File: src/rtl/bin27_to_dec8.sv
// Sequential 27-bit binary to 8-digit packed BCD converter (double dabble, one bit per clock).
// Optional leading-zero blanking is enabled by defining BIN27_TO_DEC8_LZB_EN.
module bin27_to_dec8 (
   input  logic        clk,
   input  logic        rst,
   input  logic        st,
   input  logic [26:0] BIN,
   output logic [31:0] DEC,
   output logic        ok,
   output logic        busy,
   output logic        ovf
);

   logic [26:0] sh_r;
   logic [35:0] acc_r;
   logic [4:0]  cnt_r;
   logic [31:0] dec_r;
   logic        ok_r;
   logic        busy_r;
   logic        ovf_r;

   logic [35:0] adj_s;
   logic [35:0] acc_next_s;
   logic [26:0] sh_next_s;
   logic [31:0] res_dec_s;
   logic        res_ovf_s;

   function automatic logic [35:0] add3_digits(input logic [35:0] a);
      logic [35:0] r;
      r = a;
      for (int i = 0; i < 9; i++) begin
         if (a[4*i +: 4] >= 4'd5) begin
            r[4*i +: 4] = a[4*i +: 4] + 4'd3;
         end else begin
            r[4*i +: 4] = a[4*i +: 4];
         end
      end
      return r;
   endfunction

`ifdef BIN27_TO_DEC8_LZB_EN
   // Digits above the most significant nonzero digit become the blank code; digit 0 always shows.
   function automatic logic [31:0] format_dec(input logic [31:0] d);
      logic [31:0] r;
      logic        seen;
      r    = d;
      seen = 1'b0;
      for (int i = 7; i >= 1; i--) begin
         if (d[4*i +: 4] != 4'h0) begin
            seen = 1'b1;
         end else begin
            seen = seen;
         end
         if (!seen) begin
            r[4*i +: 4] = 4'hF;
         end else begin
            r[4*i +: 4] = d[4*i +: 4];
         end
      end
      return r;
   endfunction
`else
   function automatic logic [31:0] format_dec(input logic [31:0] d);
      return d;
   endfunction
`endif

   // One double-dabble step and the result that would be published on the final step.
   always_comb begin
      adj_s      = add3_digits(acc_r);
      acc_next_s = {adj_s[34:0], sh_r[26]};
      sh_next_s  = {sh_r[25:0], 1'b0};
      if (acc_next_s[35:32] == 4'h0) begin
         res_dec_s = format_dec(acc_next_s[31:0]);
         res_ovf_s = 1'b0;
      end else begin
         res_dec_s = 32'h9999_9999;
         res_ovf_s = 1'b1;
      end
   end

   // Conversion sequencer: a start always reloads, even mid-conversion or on the final step.
   always_ff @(posedge clk or posedge rst) begin
      if (rst) begin
         sh_r   <= 27'd0;
         acc_r  <= 36'd0;
         cnt_r  <= 5'd0;
         dec_r  <= 32'd0;
         ok_r   <= 1'b0;
         busy_r <= 1'b0;
         ovf_r  <= 1'b0;
      end else if (st) begin
         sh_r   <= BIN;
         acc_r  <= 36'd0;
         cnt_r  <= 5'd0;
         busy_r <= 1'b1;
         ok_r   <= 1'b0;
      end else if (busy_r) begin
         sh_r  <= sh_next_s;
         acc_r <= acc_next_s;
         cnt_r <= cnt_r + 5'd1;
         if (cnt_r == 5'd26) begin
            busy_r <= 1'b0;
            ok_r   <= 1'b1;
            dec_r  <= res_dec_s;
            ovf_r  <= res_ovf_s;
         end else begin
            ok_r <= 1'b0;
         end
      end else begin
         ok_r <= 1'b0;
      end
   end

   assign DEC  = dec_r;
   assign ok   = ok_r;
   assign busy = busy_r;
   assign ovf  = ovf_r;

endmodule
File: config.mk
export PLATFORM = sky130hd
export DESIGN_NAME = bin27_to_dec8
export DESIGN_NICKNAME = d
export VERILOG_FILES = /design/src/rtl/bin27_to_dec8.sv
export SDC_FILE = /design/constraint.sdc
export NUM_CORES = 1
export LEC_CHECK = 0
export ABC_CLOCK_PERIOD_IN_PS = 3100
export CORE_MARGIN = 2
export CORE_UTILIZATION = 51
export CTS_BUF_LIST = sky130_fd_sc_hd__clkbuf_8 sky130_fd_sc_hd__clkbuf_16
export CTS_CLUSTER_DIAMETER = 150
export CTS_CLUSTER_SIZE = 28
export DETAILED_ROUTE_END_ITERATION = 8
export HOLD_SLACK_MARGIN = 0.06
export PLACE_DENSITY = 0.77
export SLEW_MARGIN = 20
export SYNTH_ARGS = -nofsm -noshare
export SYNTH_HDL_FRONTEND = slang
export SYNTH_SLANG_ARGS = --single-unit
File: constraint.sdc
create_clock -name clk -period 3.1 [get_ports clk]
set_input_delay 0.465 -clock clk [delete_from_list [all_inputs] [get_ports clk]]
set_output_delay 0.465 -clock clk [all_outputs]
set_load 0.05 [all_outputs]
==> qor.yml, run 1 <==
fin_crit_sh: 0.807
syn-mean-instance-area_um2: 9.43
first_pass_iters: 4
cts_tree: "yes"
fmaxAchievable_mhz: 400
synth_cell_types: 37
gr-total-overflow: 0
antenna_found_initial: 0
cts_root_buf: "clkbuf_8"
clkTransAtPathRegs_ps: 90
ant_nets: 0
rows: 37
synth_top_area_frac: 0.478
post_cts_resized: 0
fp.dieW_um: 107
gp_congestion: 0.822
yosysWarnings: 0
start_util: 0.525
worstSetupStartpoint: "busy$_DFF_PP0_"
syn_to_final_growth_pct: 17.2
numCtsBuffers: 9
vias_per_cell: 5.60
chipHeight_um: 107
holdCritPathClass: "reg -> reg"
grt_max_degree: 97
slowest_delay_ps: 900
final_core_util: 0.615
leakagePower_nw: 2.86
ys_seq_area_frac: 0.478
postCtsSetupBuffers: 0
worstPathMaxFanout: 36
wirelength_um: 10900
hold_violations: 0
detailed_place_hpwl_um: 7390
grtUsageTotal: 0.204
synth_cells: 572
clk_latency_ps: 370
grt_pass1_wl_um: 18600
cellPowerDensity_nw_per_um2: 398
syn_nets: 622
critical_path.slowest_cell: "clkdlybuf4s50_1"
worstPathCellList: "clkdlybuf4s50_1"
start_kind: "flip-flop"
critPathArrivalTime_ps: 2040
num_antenna_cells: 0
fin_skew_ps: 7.93
num_io_pins: 65
htree_levels: 3
clock_path_buffers: 2
end_kind: "primary output"
crit_family: "buffers and inverters"
max_slew_margin: 0.404
final_nets: 667
drive_above_1_share: 0.0659
rsz0062_at_grt: "false"
initialDrtViolationCount: 191
worst-path-buf-inv: 1
core_um2: 10300
dieArea_um2: 11400
synth_area_um2: 5400
synthTopCellsByArea: "dfrtp_1 48%, a21oi_1 6.0%, o21ai_0 5.3%"
cp.required_ps: 2630
fin_crit_ps: 2500
drt-wirelength-per-cell_um: 14.3
cts_sinks: 103
finalMaxSlewViolations: 0
yosysTopAreaCell: "dfrtp_1"
worst_slew_pin_slew_ps: 895
setup_tns_ps: 0
port_buffers: 64
cts_hold_buf: 0
status: "finished clean"
synth-seq-cells: 103
hp-start: "DEC[29]$_DFFE_PP0P_"
cap_violations: 0
path_class: "reg -> out"
setup_viol: 0
r2r-start: "acc_r[32]$_DFFE_PP0P_"
vias: 4243
drc: 0
first_global_vias: 4007
peakVddDrop_v: 0.000311
## registers in the layout, summed over array words and instances, names as in the netlist
register	cells
ovf	1
sh_r	27
DEC	32
busy	1
acc_r	36
ok	1
cnt_r	5
## logic make-up (layout without fill, tap and decap cells)
family / after synthesis / count (layout) / share of synthesized area
compound gates: 184 / 184 / 0.216
simple gates: 168 / 168 / 0.151
flops: 103 / 103 / 0.478
buf+inv: 64 / 114 / 0.0485
mux: 28 / 28 / 0.0522
fa+ha+maj: 20 / 20 / 0.0464
xor+xnor: 5 / 5 / 0.00812
## final cells by class
class	instances	area (µm²)
tap	136	170
timing repair buffer	69	686
multi-input combinational	405	2560
fill	865	3950
clock inverter	4	51.3
sequential	103	2580
inverter	29	113
clock buffer	12	165
## metrics by stage
stage | instances | area, µm² | power (mW) | hold slack [ps] | setup slack, ps
2_1_floorplan | 572 | 5400 | 1.56 | 485 | 1130
3_3_place_gp | 742 | 6110 | 1.64 | 479 | 890
3_5_place_dp | 742 | 6110 | 1.65 | 480 | 815
4_1_cts | 758 | 6320 | 2.54 | 502 | 581
5_1_grt | 758 | 6320 | 2.63 | 518 | 518
6_report | 758 | 6320 | 2.52 | 494 | 598
## routing by layer
| metal | global-route usage | share of wire | up-vias |
|---|---|---|---|
| met5 | 0 | 0 | - |
| met4 | 0.0612 | 0.013 | 0 |
| met3 | 0.0468 | 0.042 | 12 |
| met2 | 0.345 | 0.49 | 92 |
| met1 | 0.261 | 0.46 | 2048 |
| li1 | - | - | 2091 |
## worst paths after layout
check | end | slack (ps) | depth (start not counted)
max | busy | 600 | 1
min | DEC[29]$_DFFE_PP0P_ | 490 | 2
max reg2reg | DEC[0]$_DFFE_PP0P_ | 820 | 6
min reg2reg | DEC[29]$_DFFE_PP0P_ | 490 | 2
max in group asynchronous | DEC[27]$_DFFE_PP0P_ | 1860 | 3
min in group asynchronous | acc_r[2]$_DFFE_PP0P_ | 520 | 2
## cell usage in the layout (no fill, tap or decap), types with 2 or more instances in the layout
| cell type | netlist | layout |
|---|---|---|
| ha_1 | 20 | 20 |
| a21oi_1 | 65 | 65 |
| nand4_1 | 2 | 2 |
| and2_1 | 7 | 7 |
| nand2b_1 | 28 | 28 |
| clkinvlp_4 | 0 | 2 |
| o21ai_2 | 10 | 10 |
| o211ai_1 | 10 | 10 |
| dfrtp_1 | 103 | 102 |
| a2111oi_4 | 2 | 2 |
| buf_4 | 0 | 4 |
| a211oi_1 | 10 | 10 |
| nand3_1 | 15 | 15 |
| mux2i_1 | 27 | 27 |
| inv_1 | 28 | 27 |
| clkdlybuf4s50_1 | 0 | 63 |
| a211o_1 | 16 | 16 |
| nor3b_1 | 16 | 16 |
| nand2_1 | 62 | 62 |
| clkbuf_8 | 0 | 12 |
| nor2_1 | 34 | 34 |
| o21ai_0 | 57 | 57 |
| a31oi_1 | 7 | 7 |
| xor2_1 | 3 | 3 |
| xnor2_1 | 2 | 2 |
## cells in the mapped netlist, drive strengths merged
| library cell | count |
|---|---|
| a211o | 16 |
| mux2i | 27 |
| a21o | 1 |
| a311oi | 1 |
| nand4b | 1 |
| a31oi | 7 |
| xor2 | 3 |
| nor3b | 16 |
| inv | 29 |
| o2111ai | 2 |
| a21oi | 65 |
| dfrtp | 103 |
| and2 | 7 |
| o22ai | 1 |
| nand2 | 62 |
| a211oi | 10 |
| nor2b | 1 |
| o211ai | 10 |
| or2 | 1 |
| xnor2 | 2 |
| nor2 | 34 |
| nand3 | 15 |
| mux2 | 1 |
| clkbuf | 28 |
| ha | 20 |
| a2111oi | 2 |
| nand2b | 28 |
| o2111a | 1 |
| nand4 | 2 |
| o22a | 1 |
| o21ai | 67 |
| buf | 7 |
| or3 | 1 |
## report_power, final
group	switching, mW	total (mW)	internal [mW]
registers	0.0341	1.42	1.39
clock network	0.459	0.900	0.441
logic	0.111	0.200	0.0888
total	0.604	2.52	1.92
No activity file was read; power rests on OpenSTA's default activity.
==> run 2: changes to the inputs <==
- ABC_CLOCK_PERIOD_IN_PS: 3100 -> 2100
- clock period: 3.1 -> 2.1 ns (I/O delays scaled with it)
==> run 2 against run 1 <==
  * Total power grew 40%
  * Largest power group unchanged
  * Global-route usage down 0.19 points
  * Combinational power up 44%
==> qor.yml, run 2 (synthesized netlist as in run 1, its figures left out) <==
cts_tree: "yes"  # unchanged
peakVddDrop_v: 0.000361  # was 0.000311 V
vias: 4190  # was 4243
drive_above_1_share: 0.0807  # was 0.0659
grt.met2_usage: 0.344  # was 0.345
cellPowerDensity_nw_per_um2: 550  # was 398 nW/µm²
core_um2: 10300  # unchanged
start_kind: "flip-flop"  # unchanged
ant_nets: 0  # unchanged
drc: 0  # unchanged
grt_use_met1: 0.264  # was 0.261
num_io_pins: 65  # unchanged
layout_commonest_cell: "dfrtp_1"  # unchanged
grt_max_degree: 106  # was 97
final_cell_mix: "102 x dfrtp_1, 65 x a21oi_1, 62 x nand2_1, 62 x clkdlybuf4s50_1, 57 x o21ai_0"  # was 102 x dfrtp_1, 65 x a21oi_1, 63 x clkdlybuf4s50_1
numCtsBuffers: 9  # unchanged
totalPowerFinal_mw: 3.52  # was 2.52 mW
dieArea_um2: 11400  # unchanged
wirelength_um: 11000  # was 10900 µm
start_util: 0.525  # unchanged
chipHeight_um: 107  # unchanged
worst_slew_pin_slew_ps: 867  # was 895 ps
port_buffers: 64  # unchanged
dp_slack_ps: 17.5  # was 815 ps
setup_tns_ps: 0  # unchanged
gr-total-overflow: 0  # unchanged
max_slew_margin: 0.422  # was 0.404
largest_reg_flops: 36  # unchanged
grtUsageTotal: 0.202  # was 0.204
setup_ws_ps: 107  # was 598 ps
fillerInstances: 903  # was 865
cap_violations: 0  # unchanged
top_register: "acc_r"  # unchanged
end_kind: "flip-flop"  # was primary output
drt-wirelength-per-cell_um: 14.3  # about the same
hold_violations: 0  # unchanged
grt_pass1_wl_um: 18700  # was 18600 µm
stdcell_count: 768  # was 758
first_pass_iters: 4  # unchanged
htree_levels: 3  # unchanged
r2r_setup_slack_ps: 110  # was 820 ps
clkTransAtPathRegs_ps: 100  # was 90 ps
path_class: "reg -> reg"  # was reg -> out
setup_viol: 0  # unchanged
cp.required_ps: 2360  # was 2630 ps
busiest_layer: "met2"  # unchanged
detailed_place_hpwl_um: 7110  # was 7390 µm
antenna_found_initial: 0  # unchanged
clock_path_buffers: 2  # unchanged
worstPathMaxFanout: 7  # was 36
fmaxAchievable_mhz: 502
leakagePower_nw: 2.91  # was 2.86 nW
fin_crit_ps: 1990
rsz0062_at_grt: "false"  # unchanged
holdCritPathClass: "in -> reg"  # was reg -> reg
gp_congestion: 0.921  # was 0.822
num_antenna_cells: 0  # unchanged
fin_crit_sh: 0.949
cts_root_buf: "clkbuf_8"  # unchanged
vias_per_cell: 5.46  # was 5.60
worst_hold_slack_ps: 399  # was 494 ps
rows: 37  # unchanged
placed_cells: 747  # was 742
status: "finished clean"  # unchanged
final_core_util: 0.623  # was 0.615
first_global_vias: 4037  # was 4007
finalMaxSlewViolations: 0  # unchanged
clk_latency_ps: 360  # was 370 ps
final_nets: 677  # was 667
fp.dieW_um: 107  # unchanged
critPathArrivalTime_ps: 2250  # was 2040 ps
fin_skew_ps: 7.45  # was 7.93 ps
cts_sinks: 103  # unchanged
stdcell_area_um2: 6400  # was 6320 µm²
initialDrtViolationCount: 209  # was 191
syn_to_final_growth_pct: 18.7  # was 17.2%
placed_area_um2: 6170  # was 6110 µm²
grt_use_met3: 0.0389  # was 0.0468
[run 2: metal layers]
metal,vias to the layer above,part of all wire
met5,-,0
met4,0,0.010
met3,10,0.041
met2,79,0.49
met1,1993,0.45
li1,2108,-
[run 2: final cells by class]
class	instances	area, µm²	area share
sequential	103	2580	0.403
timing repair buffer	79	808	0.126
clock buffer	10	138	0.0215
clock inverter	6	37.5	0.00586
inverter	29	113	0.0176
multi-input combinational	405	2560	0.399
tap	136	170	0.0266
[run 2: path summary, 6_finish.rpt]
check	startpoint	to	cells after the start
worst max-delay path	acc_r[32]$_DFFE_PP0P_	DEC[0]$_DFFE_PP0P_	6
worst min register to register	DEC[26]$_DFFE_PP0P_	DEC[26]$_DFFE_PP0P_	2
max in group asynchronous	rst	acc_r[28]$_DFFE_PP0P_	3
worst min-delay path	st	acc_r[33]$_DFFE_PP0P_	3
min in group asynchronous	rst	cnt_r[4]$_DFFE_PP0P_	3
worst max register to register	acc_r[32]$_DFFE_PP0P_	DEC[0]$_DFFE_PP0P_	6
[run 2: power by group]
group	internal, mW	switching [mW]	total (mW)	leakage, nW
combinational	0.129	0.160	0.289	1.44
clock	0.458	0.681	1.14	0.0895
sequential	2.05	0.0494	2.10	1.38
total	2.63	0.890	3.52	2.91
[run 2: repair_timing]
action                                 CTS  global route
pin swaps                                1             1
endpoints found under the hold margin    0             0
gates resized for setup                  0             0
setup endpoints to repair                1             8
buffers inserted                         1             4
hold buffers                             0             0
[run 2: critical path, stage by stage (launching register included)]
cell       delay, ps
dfrtp_1          410
ha_1             220
nand2b_1         200
a2111oi_4        470
o2111ai_4        220
buf_12           190
o22a_2           180
==> run 3: changes to the inputs <==
- SKIP_LAST_GASP: not set -> 1
- SLEW_MARGIN: 20 -> not set
==> results of run 3 <==
The final DEF is identical to that of run 2; final timing and power are the same.
